$ cat config.mk
export PLATFORM = sky130hd
export DESIGN_NAME = program_loader
export DESIGN_NICKNAME = d
export VERILOG_FILES = /design/src/rtl/program_loader.sv
export SDC_FILE = /design/constraint.sdc
export NUM_CORES = 1
export LEC_CHECK = 0
export CAP_MARGIN = 0
export CORE_ASPECT_RATIO = 1.25
export CORE_MARGIN = 2
export CORE_UTILIZATION = 57
export CTS_CLUSTER_SIZE = 8
export DETAILED_ROUTE_END_ITERATION = 10
export PLACE_DENSITY = 0.85
export SYNTH_ARGS = -nofsm -noshare
export SYNTH_HDL_FRONTEND = slang
export SYNTH_SLANG_ARGS = --single-unit
export TNS_END_PERCENT = 20
$ cat constraint.sdc
create_clock -name clk_i -period 5 [get_ports clk_i]
set_clock_uncertainty 0.1 [all_clocks]
set_input_delay 0.5 -clock clk_i [delete_from_list [all_inputs] [get_ports clk_i]]
set_output_delay 0.5 -clock clk_i [all_outputs]
set_load 0.005 [all_outputs]
$ cat src/rtl/program_loader.sv
// Boot-time program loader: receives a little-endian length-prefixed byte
// image and writes it into instruction memory one halfword at a time.
module program_loader #(
   parameter int               HALF_WORD      = 16,
   parameter int               WORD           = 32,
   parameter int               MAX_HALF_WORDS = 256,
   parameter logic [WORD-1:0]  BASE_ADDR      = '0
) (
   input  logic                  clk_i,
   input  logic                  reset_i,
   input  logic                  start_i,
   input  logic                  byte_valid_i,
   input  logic [7:0]            byte_i,
   output logic                  byte_ready_o,
   output logic                  program_mem_write_en_o,
   output logic [HALF_WORD-1:0]  instruction_o,
   output logic [WORD-1:0]       instruction_addr_o,
   output logic                  cpu_reset_o,
   output logic                  done_o,
   output logic                  error_o,
   output logic [15:0]           count_o
);

   typedef enum logic [2:0] {
      IDLE,
      LEN_LO,
      LEN_HI,
      DATA_LO,
      DATA_HI,
      WRITE,
      DONE,
      ERROR
   } state_t;

   // Widened by one bit so the upper bound compares cleanly against 16-bit lengths.
   localparam logic [16:0] MAX_LEN = 17'(MAX_HALF_WORDS);

   state_t      state;
   state_t      state_next;
   logic [7:0]  len_lo;
   logic [15:0] length;
   logic [15:0] rx_len;
   logic        xfer;
   logic        len_bad;
   logic        last;

   assign xfer    = byte_valid_i && byte_ready_o;
   assign rx_len  = {byte_i, len_lo};
   assign len_bad = (rx_len == 16'd0) || ({1'b0, rx_len} > MAX_LEN);
   assign last    = (count_o + 16'd1) == length;

   always_ff @(posedge clk_i or posedge reset_i) begin
      if (reset_i) begin
         state <= IDLE;
      end else begin
         state <= state_next;
      end
   end

   always_comb begin
      state_next             = state;
      byte_ready_o           = 1'b0;
      program_mem_write_en_o = 1'b0;
      cpu_reset_o            = 1'b1;
      done_o                 = 1'b0;
      error_o                = 1'b0;
      case (state)
         IDLE: begin
            if (start_i) state_next = LEN_LO;
         end
         LEN_LO: begin
            byte_ready_o = 1'b1;
            if (xfer) state_next = LEN_HI;
         end
         LEN_HI: begin
            byte_ready_o = 1'b1;
            if (xfer) state_next = len_bad ? ERROR : DATA_LO;
         end
         DATA_LO: begin
            byte_ready_o = 1'b1;
            if (xfer) state_next = DATA_HI;
         end
         DATA_HI: begin
            byte_ready_o = 1'b1;
            if (xfer) state_next = WRITE;
         end
         WRITE: begin
            program_mem_write_en_o = 1'b1;
            state_next             = last ? DONE : DATA_LO;
         end
         DONE: begin
            cpu_reset_o = 1'b0;
            done_o      = 1'b1;
            if (start_i) state_next = LEN_LO;
         end
         ERROR: begin
            error_o = 1'b1;
            if (start_i) state_next = LEN_LO;
         end
         default: begin
            state_next = IDLE;
         end
      endcase
   end

   // Address and count advance as WRITE is left, so both stay stable during the strobe.
   always_ff @(posedge clk_i or posedge reset_i) begin
      if (reset_i) begin
         len_lo             <= '0;
         length             <= '0;
         instruction_o      <= '0;
         instruction_addr_o <= BASE_ADDR;
         count_o            <= '0;
      end else begin
         case (state)
            IDLE, DONE, ERROR: begin
               if (start_i) begin
                  count_o            <= '0;
                  instruction_addr_o <= BASE_ADDR;
               end
            end
            LEN_LO: begin
               if (xfer) len_lo <= byte_i;
            end
            LEN_HI: begin
               if (xfer) length <= rx_len;
            end
            DATA_LO: begin
               if (xfer) instruction_o[7:0] <= byte_i;
            end
            DATA_HI: begin
               if (xfer) instruction_o[15:8] <= byte_i;
            end
            WRITE: begin
               count_o            <= count_o + 16'd1;
               instruction_addr_o <= instruction_addr_o + WORD'(2);
            end
            default: begin
            end
         endcase
      end
   end

endmodule

# Word level (Yosys, flattened, before mapping)
# Cells that the tools add are included.
word_totals:
  reg_bits: 91
  latchBits: 0
  ram_bits: 0
  mem_bits_ro: 0
  input_bits: 12
  output_inout_bits: 69
  elab_cells: 53
  memories: 0
op_classes:
  addsub: 2
  n_mul: 0
  div_mod_pow: 0
  n_lt_le_gt_ge: 1
  n_eq_ne: 13
  shifts: 0
  n_mux: 17
  bitwise_logic: 0
  reduce_logical: 13
op_table:
  columns: ["cell", "count"]
  rows:
  - ["$pmux 32 s2", 1]
  - ["$add 32x2->32 const B", 1]
  - ["$mux 32", 1]
  - ["$pmux 16 s2", 1]
  - ["$mux 3", 7]
  - ["$pmux 3 s6", 1]
  - ["$add 16x1->16 const B", 1]
  - ["$eq 16x16->1", 1]
  - ["$gt 16x9->1 const B", 1]
  - ["$logic_not 16->1", 1]
  - ["$mux 16", 1]
  - ["$eq 3x3->1 const B", 4]
  - ["$reduce_and 2->1", 5]
  - ["$ne 2x2->1 const B", 4]
  - ["$eq 3x2->1 const B", 2]
  - ["$mux 1", 5]
  - ["$reduce_and 5->1", 1]
  - ["$reduce_or 4->1", 1]
  - ["$eq 3x1->1 const B", 1]
  - ["$logic_not 3->1", 1]
  - ["$reduce_or 3->1", 1]
  - ["$ne 2x1->1 const B", 1]
  - ["$reduce_bool 2->1", 1]
  - ["$logic_and 1x1->1", 1]
  - ["$logic_or 1x1->1", 1]

# Longest topological paths before layout
depth:
  word_depth: 6
  mapped_depth: 8
  depth_no_buf: 7

# Worst setup path after synthesis
# No wires, ideal clock.
synth_path:
  kind: "register to register"
  startpoint: "register count_o[3]"
  endpoint: "register state[2]"
  t_arrival_ns: 1.835
  setup_slack_ns: 2.941
  path_stages_with_launch: 8
  n_path_buf: 1
  period_less_slack_ns: 2.059
  path_cell_list: "dfrtp_1 buf_2 nand4_2 or3_1 o31ai_1 nor3_1 and4_1 o31a_1"
synth_between:
  elab_chain_len: 4
synth_rtl:
  columns: ["item", "line", "rtl"]
  rows:
  - ["from (decl)", "21", "output logic [15:0] count_o"]
  - ["from (signal assigned)", "135", "count_o <= count_o + 16'd1;"]
  - ["$add 16x1->16", "50", "assign last = (count_o + 16'd1) == length;"]
  - ["$eq 16x16->1", "50", null]
  - ["$mux 3", "89", "state_next = last ? DONE : DATA_LO;"]
  - ["$pmux 3 s6", "67", "case (state)"]
  - ["to (signal assigned)", "56", "state <= state_next;"]
  - ["to (decl)", "38", "state_t state;"]
# No other way between the ends.
# A chain may end at the register's enable or synchronous reset.

# Worst setup path after layout
layout_path:
  startpoint: "register state[1]"
  endpoint: "output program_mem_write_en_o"
layout_between:
  elab_chain_len: 2
layout_rtl:
  columns: ["item", "line", "rtl"]
  rows:
  - ["$eq 3x3->1", "67", null]
  - ["$mux 1", "67", null]
  - ["to (decl)", "15", "output logic program_mem_write_en_o,"]
# No other way between the ends.

==> impl_metrics.tcl <==
set metrics [dict create \
    outcome "complete, no violations" \
    worstSetupPathType "reg2out" \
    avgRoutedWirePerCell_um 17.3 \
    async_flop_share_pct 100 \
    drv_cap 0 \
    cp-startpoint "state[1]" \
    grt_overflow 0 \
    r2r_setup_slack_ns 2.03 \
    r2r_start "state[1]" \
    irDropWorstVdd_mv 0.368 \
    r2r_end "instruction_addr_o[30]" \
    required_ns 4.40 \
    worst-path-stages 3 \
    synth.distinct_cells 55 \
    vias_per_cell 6.02 \
    p_total_w 0.00255 \
    fill_cells 577 \
    synthCells 445 \
    cts_made_buffers 9 \
    cts-root-buf "clkbuf_8" \
    power_frac_comb_pct 34.0 \
    synth_top_area_share_pct 48.9 \
    fp-row-count 36 \
    die_area_mm2 0.00882 \
    cts_resized 0 \
    finalHoldViolations 0 \
    ys_seq_area_share_pct 48.9 \
    dpl.hpwl_mm 7.62 \
    dp.cells 596 \
    grt_usage_pct 25.1 \
    cp.arrival_ns 2.79 \
    drv_slew 0 \
    path_delay_family "buffers and inverters" \
    path_cells "nand3b_1, inv_1, clkdlybuf4s50_1" \
    grt_setup_unrepaired "false" \
    worstSetupEndpointType "output port" \
    p_int_w 0.00174 \
    h-tree-depth 3 \
    nets 526 \
    tightestPinTransition_ns 0.833 \
    cts_tree "done" \
    relSlewSlack_pct 44.3 \
    syn_nets 459 \
    num_io_pins 81 \
    fin_ws_ns 1.61 \
    antenna_found_initial 0 \
    io_buffer_count 79 \
    syn_to_final_growth_pct 22.9 \
    drc 0 \
    synth_top_cell_by_area "dfrtp_1" \
    cts.clk_slew.worst_paths_ns 0.09 \
    placed_cell_area_mm2 0.00543 \
    p_leak_nw 2.35 \
    die_w_um 84.4 \
    ys_top_cells_by_area "dfrtp_1, mux2_2, nand2_1" \
    endpoint "program_mem_write_en_o" \
    hold_path.class "reg2reg" \
    seqPwrFrac_pct 43.1 \
    drt_first_pass_iters 4 \
    crit_path_top_delay_cell "nand3b_1" \
    yosys_warnings 0 \
    die_y_um 105 \
    fin_cells 612 \
    place_congestion 0.877 \
    routed_wl_mm 10.6 \
    drtIter0Drc 312 \
    ant_nets 0 \
    crit_fanout 23 \
    ys_ff_latch 90 \
    initial_core_util_pct 58.8 \
    insertion_delay_ns 0.36 \
    synth_flop_cell "dfrtp_1" \
    ff2ff_path_depth 6 \
    hold_buffers 0 \
    period_share_pct 67.8 \
    period_needed_ns 3.39 \
    layout-drive-gt1-share_pct 14.3 \
    pwr-share-clk_pct 22.9 \
    fin_setup_tns_ns 0 \
    postSynthAreaPerCell_um2 10.4 \
    cts_buffer_depth 2 \
    grt_max_degree 49 \
    coreArea_mm2 0.00784 \
    power.density_mw_per_mm2 450 \
    grt_pass1_vias 3649 \
    fmax_mhz 295 \
    syn-cell-area_mm2 0.00461 \
    grt_pass1_wl_mm 18.0 \
    crit_buf_inv 2 \
    synth-edff-count 0 \
    critPathLaunchType "register" \
    cts_setup_buffers 0 \
    diodes 0 \
    switching_power_w 0.000805 \
    dp_slack_ns 2.03 \
    cpPeakStageDelay_ns 0.71 \
    swShare_pct 31.6 \
    setup_viol 0 \
    cts_sinks 90 \
    num_vias 3684 \
    stdcell_area_mm2 0.00566 \
]
[registers in the layout, summed over array words and instances, names as in the netlist]
| signal | flops |
|---|---|
| state | 3 |
| length | 16 |
| count_o | 16 |
| len_lo | 8 |
| instruction_addr_o | 31 |
| instruction_o | 16 |
[cells in the mapped netlist, types with 3 or more instances]
cell and n:
xor2_1 11, inv_1 6, nor3_1 6, clkbuf_1 14, and2_1 4, nor3b_1 3
o21ai_0 38, o31ai_1 12, nand2_1 52, and3_1 5, nand3_1 22, buf_2 9
o211ai_1 7, and4_1 3, nor2_1 28, mux2_2 41, xnor2_1 16, o41ai_1 3
nand4_1 11, mux2i_1 12, a21oi_1 3, dfrtp_1 90, nor4_1 6, a22o_1 3
[area by class of cell]
cell class	instances	area, µm²	share of cell area, %
Multi-Input combinational cell	322	2210	39.1
Clock inverter	6	105	1.86
Sequential cell	90	2250	39.8
Clock buffer	10	128	2.25
Tap cell	95	119	2.10
Timing Repair Buffer	83	821	14.5
Inverter	6	23.8	0.420
[worst min path at each step]
| stage | start | end | slack, ns | depth (start not counted) |
|---|---|---|---|---|
| floorplan | instruction_addr_o[31] | instruction_addr_o[31] | 0.38 | 1 |
| global placement | instruction_addr_o[31] | instruction_addr_o[31] | 0.37 | 1 |
| detailed placement | instruction_addr_o[31] | instruction_addr_o[31] | 0.39 | 1 |
| CTS | instruction_addr_o[31] | instruction_addr_o[31] | 0.40 | 1 |
| global route | instruction_addr_o[31] | instruction_addr_o[31] | 0.42 | 1 |
| finish | instruction_addr_o[31] | instruction_addr_o[31] | 0.40 | 1 |
[stage by stage]
step / hold slack [ns] / utilization, %
after floorplan: 0.378 / -
after detailed placement: 0.389 / 69.3
final: 0.399 / 72.2
after CTS: 0.401 / 72.2
after global placement: 0.372 / 69.3
after global routing: 0.425 / 72.2
[power groups by stage]
stage                     combinational [W]  sequential (W)  clock, W
after floorplan                    0.000576         0.00105         0
after global placement             0.000835         0.00109         0
after detailed placement           0.000866         0.00111         0
after CTS                          0.000877         0.00110  0.000586
after global routing               0.000955         0.00113  0.000614
final                              0.000866         0.00110  0.000583
[placed cells by master (no fill, tap or decap), types with 3 or more instances in the layout]
master           Yosys  routed
o211ai_1             7       7
xnor2_1             16      16
nand4_1             11      11
mux2_2              41      41
mux2i_1             12      12
dfrtp_1             90      90
clkbuf_8             0       9
o21ai_0             38      37
nand3_1             22      22
nor3b_1              3       3
o41ai_1              3       3
a22o_1               3       3
nand2_1             52      52
a21oi_1              3       3
clkdlybuf4s50_1      0      79
clkinv_2             0       4
nor4_1               6       6
buf_4                1       4
nor2_1              28      28
xor2_1              11      11
bufinv_16            0       3
and2_1               4       4
and4_1               3       3
inv_1                6       5
o31ai_1             12      12
nor3_1               6       6
and3_1               5       5
[layer usage]
layer / part of all wire (%) / wire, µm / vias up / track usage, %
met2: 52 / 5510 / 110 / 43.1
met5: 0 / 0 / - / 0
met3: 5.1 / 540 / 15 / 4.05
met4: 1.9 / 199 / 0 / 8.96
li1: - / - / 1733 / -
met1: 41 / 4330 / 1826 / 32.0
[cells by family after synthesis]
| family | after synthesis | share of synthesized area [%] |
|---|---|---|
| xor gates and xnor gates | 28 | 5.65 |
| DFF | 90 | 48.9 |
| and+or+nand+nor | 160 | 18.1 |
| AOI/OAI and AO/OA | 78 | 10.9 |
| adders and majority gates | 2 | 0.543 |
| muxes | 53 | 12.6 |
| other | 1 | 0.0814 |
| buffers and inverters | 33 | 3.18 |
Power figures use the tool's default switching activity.
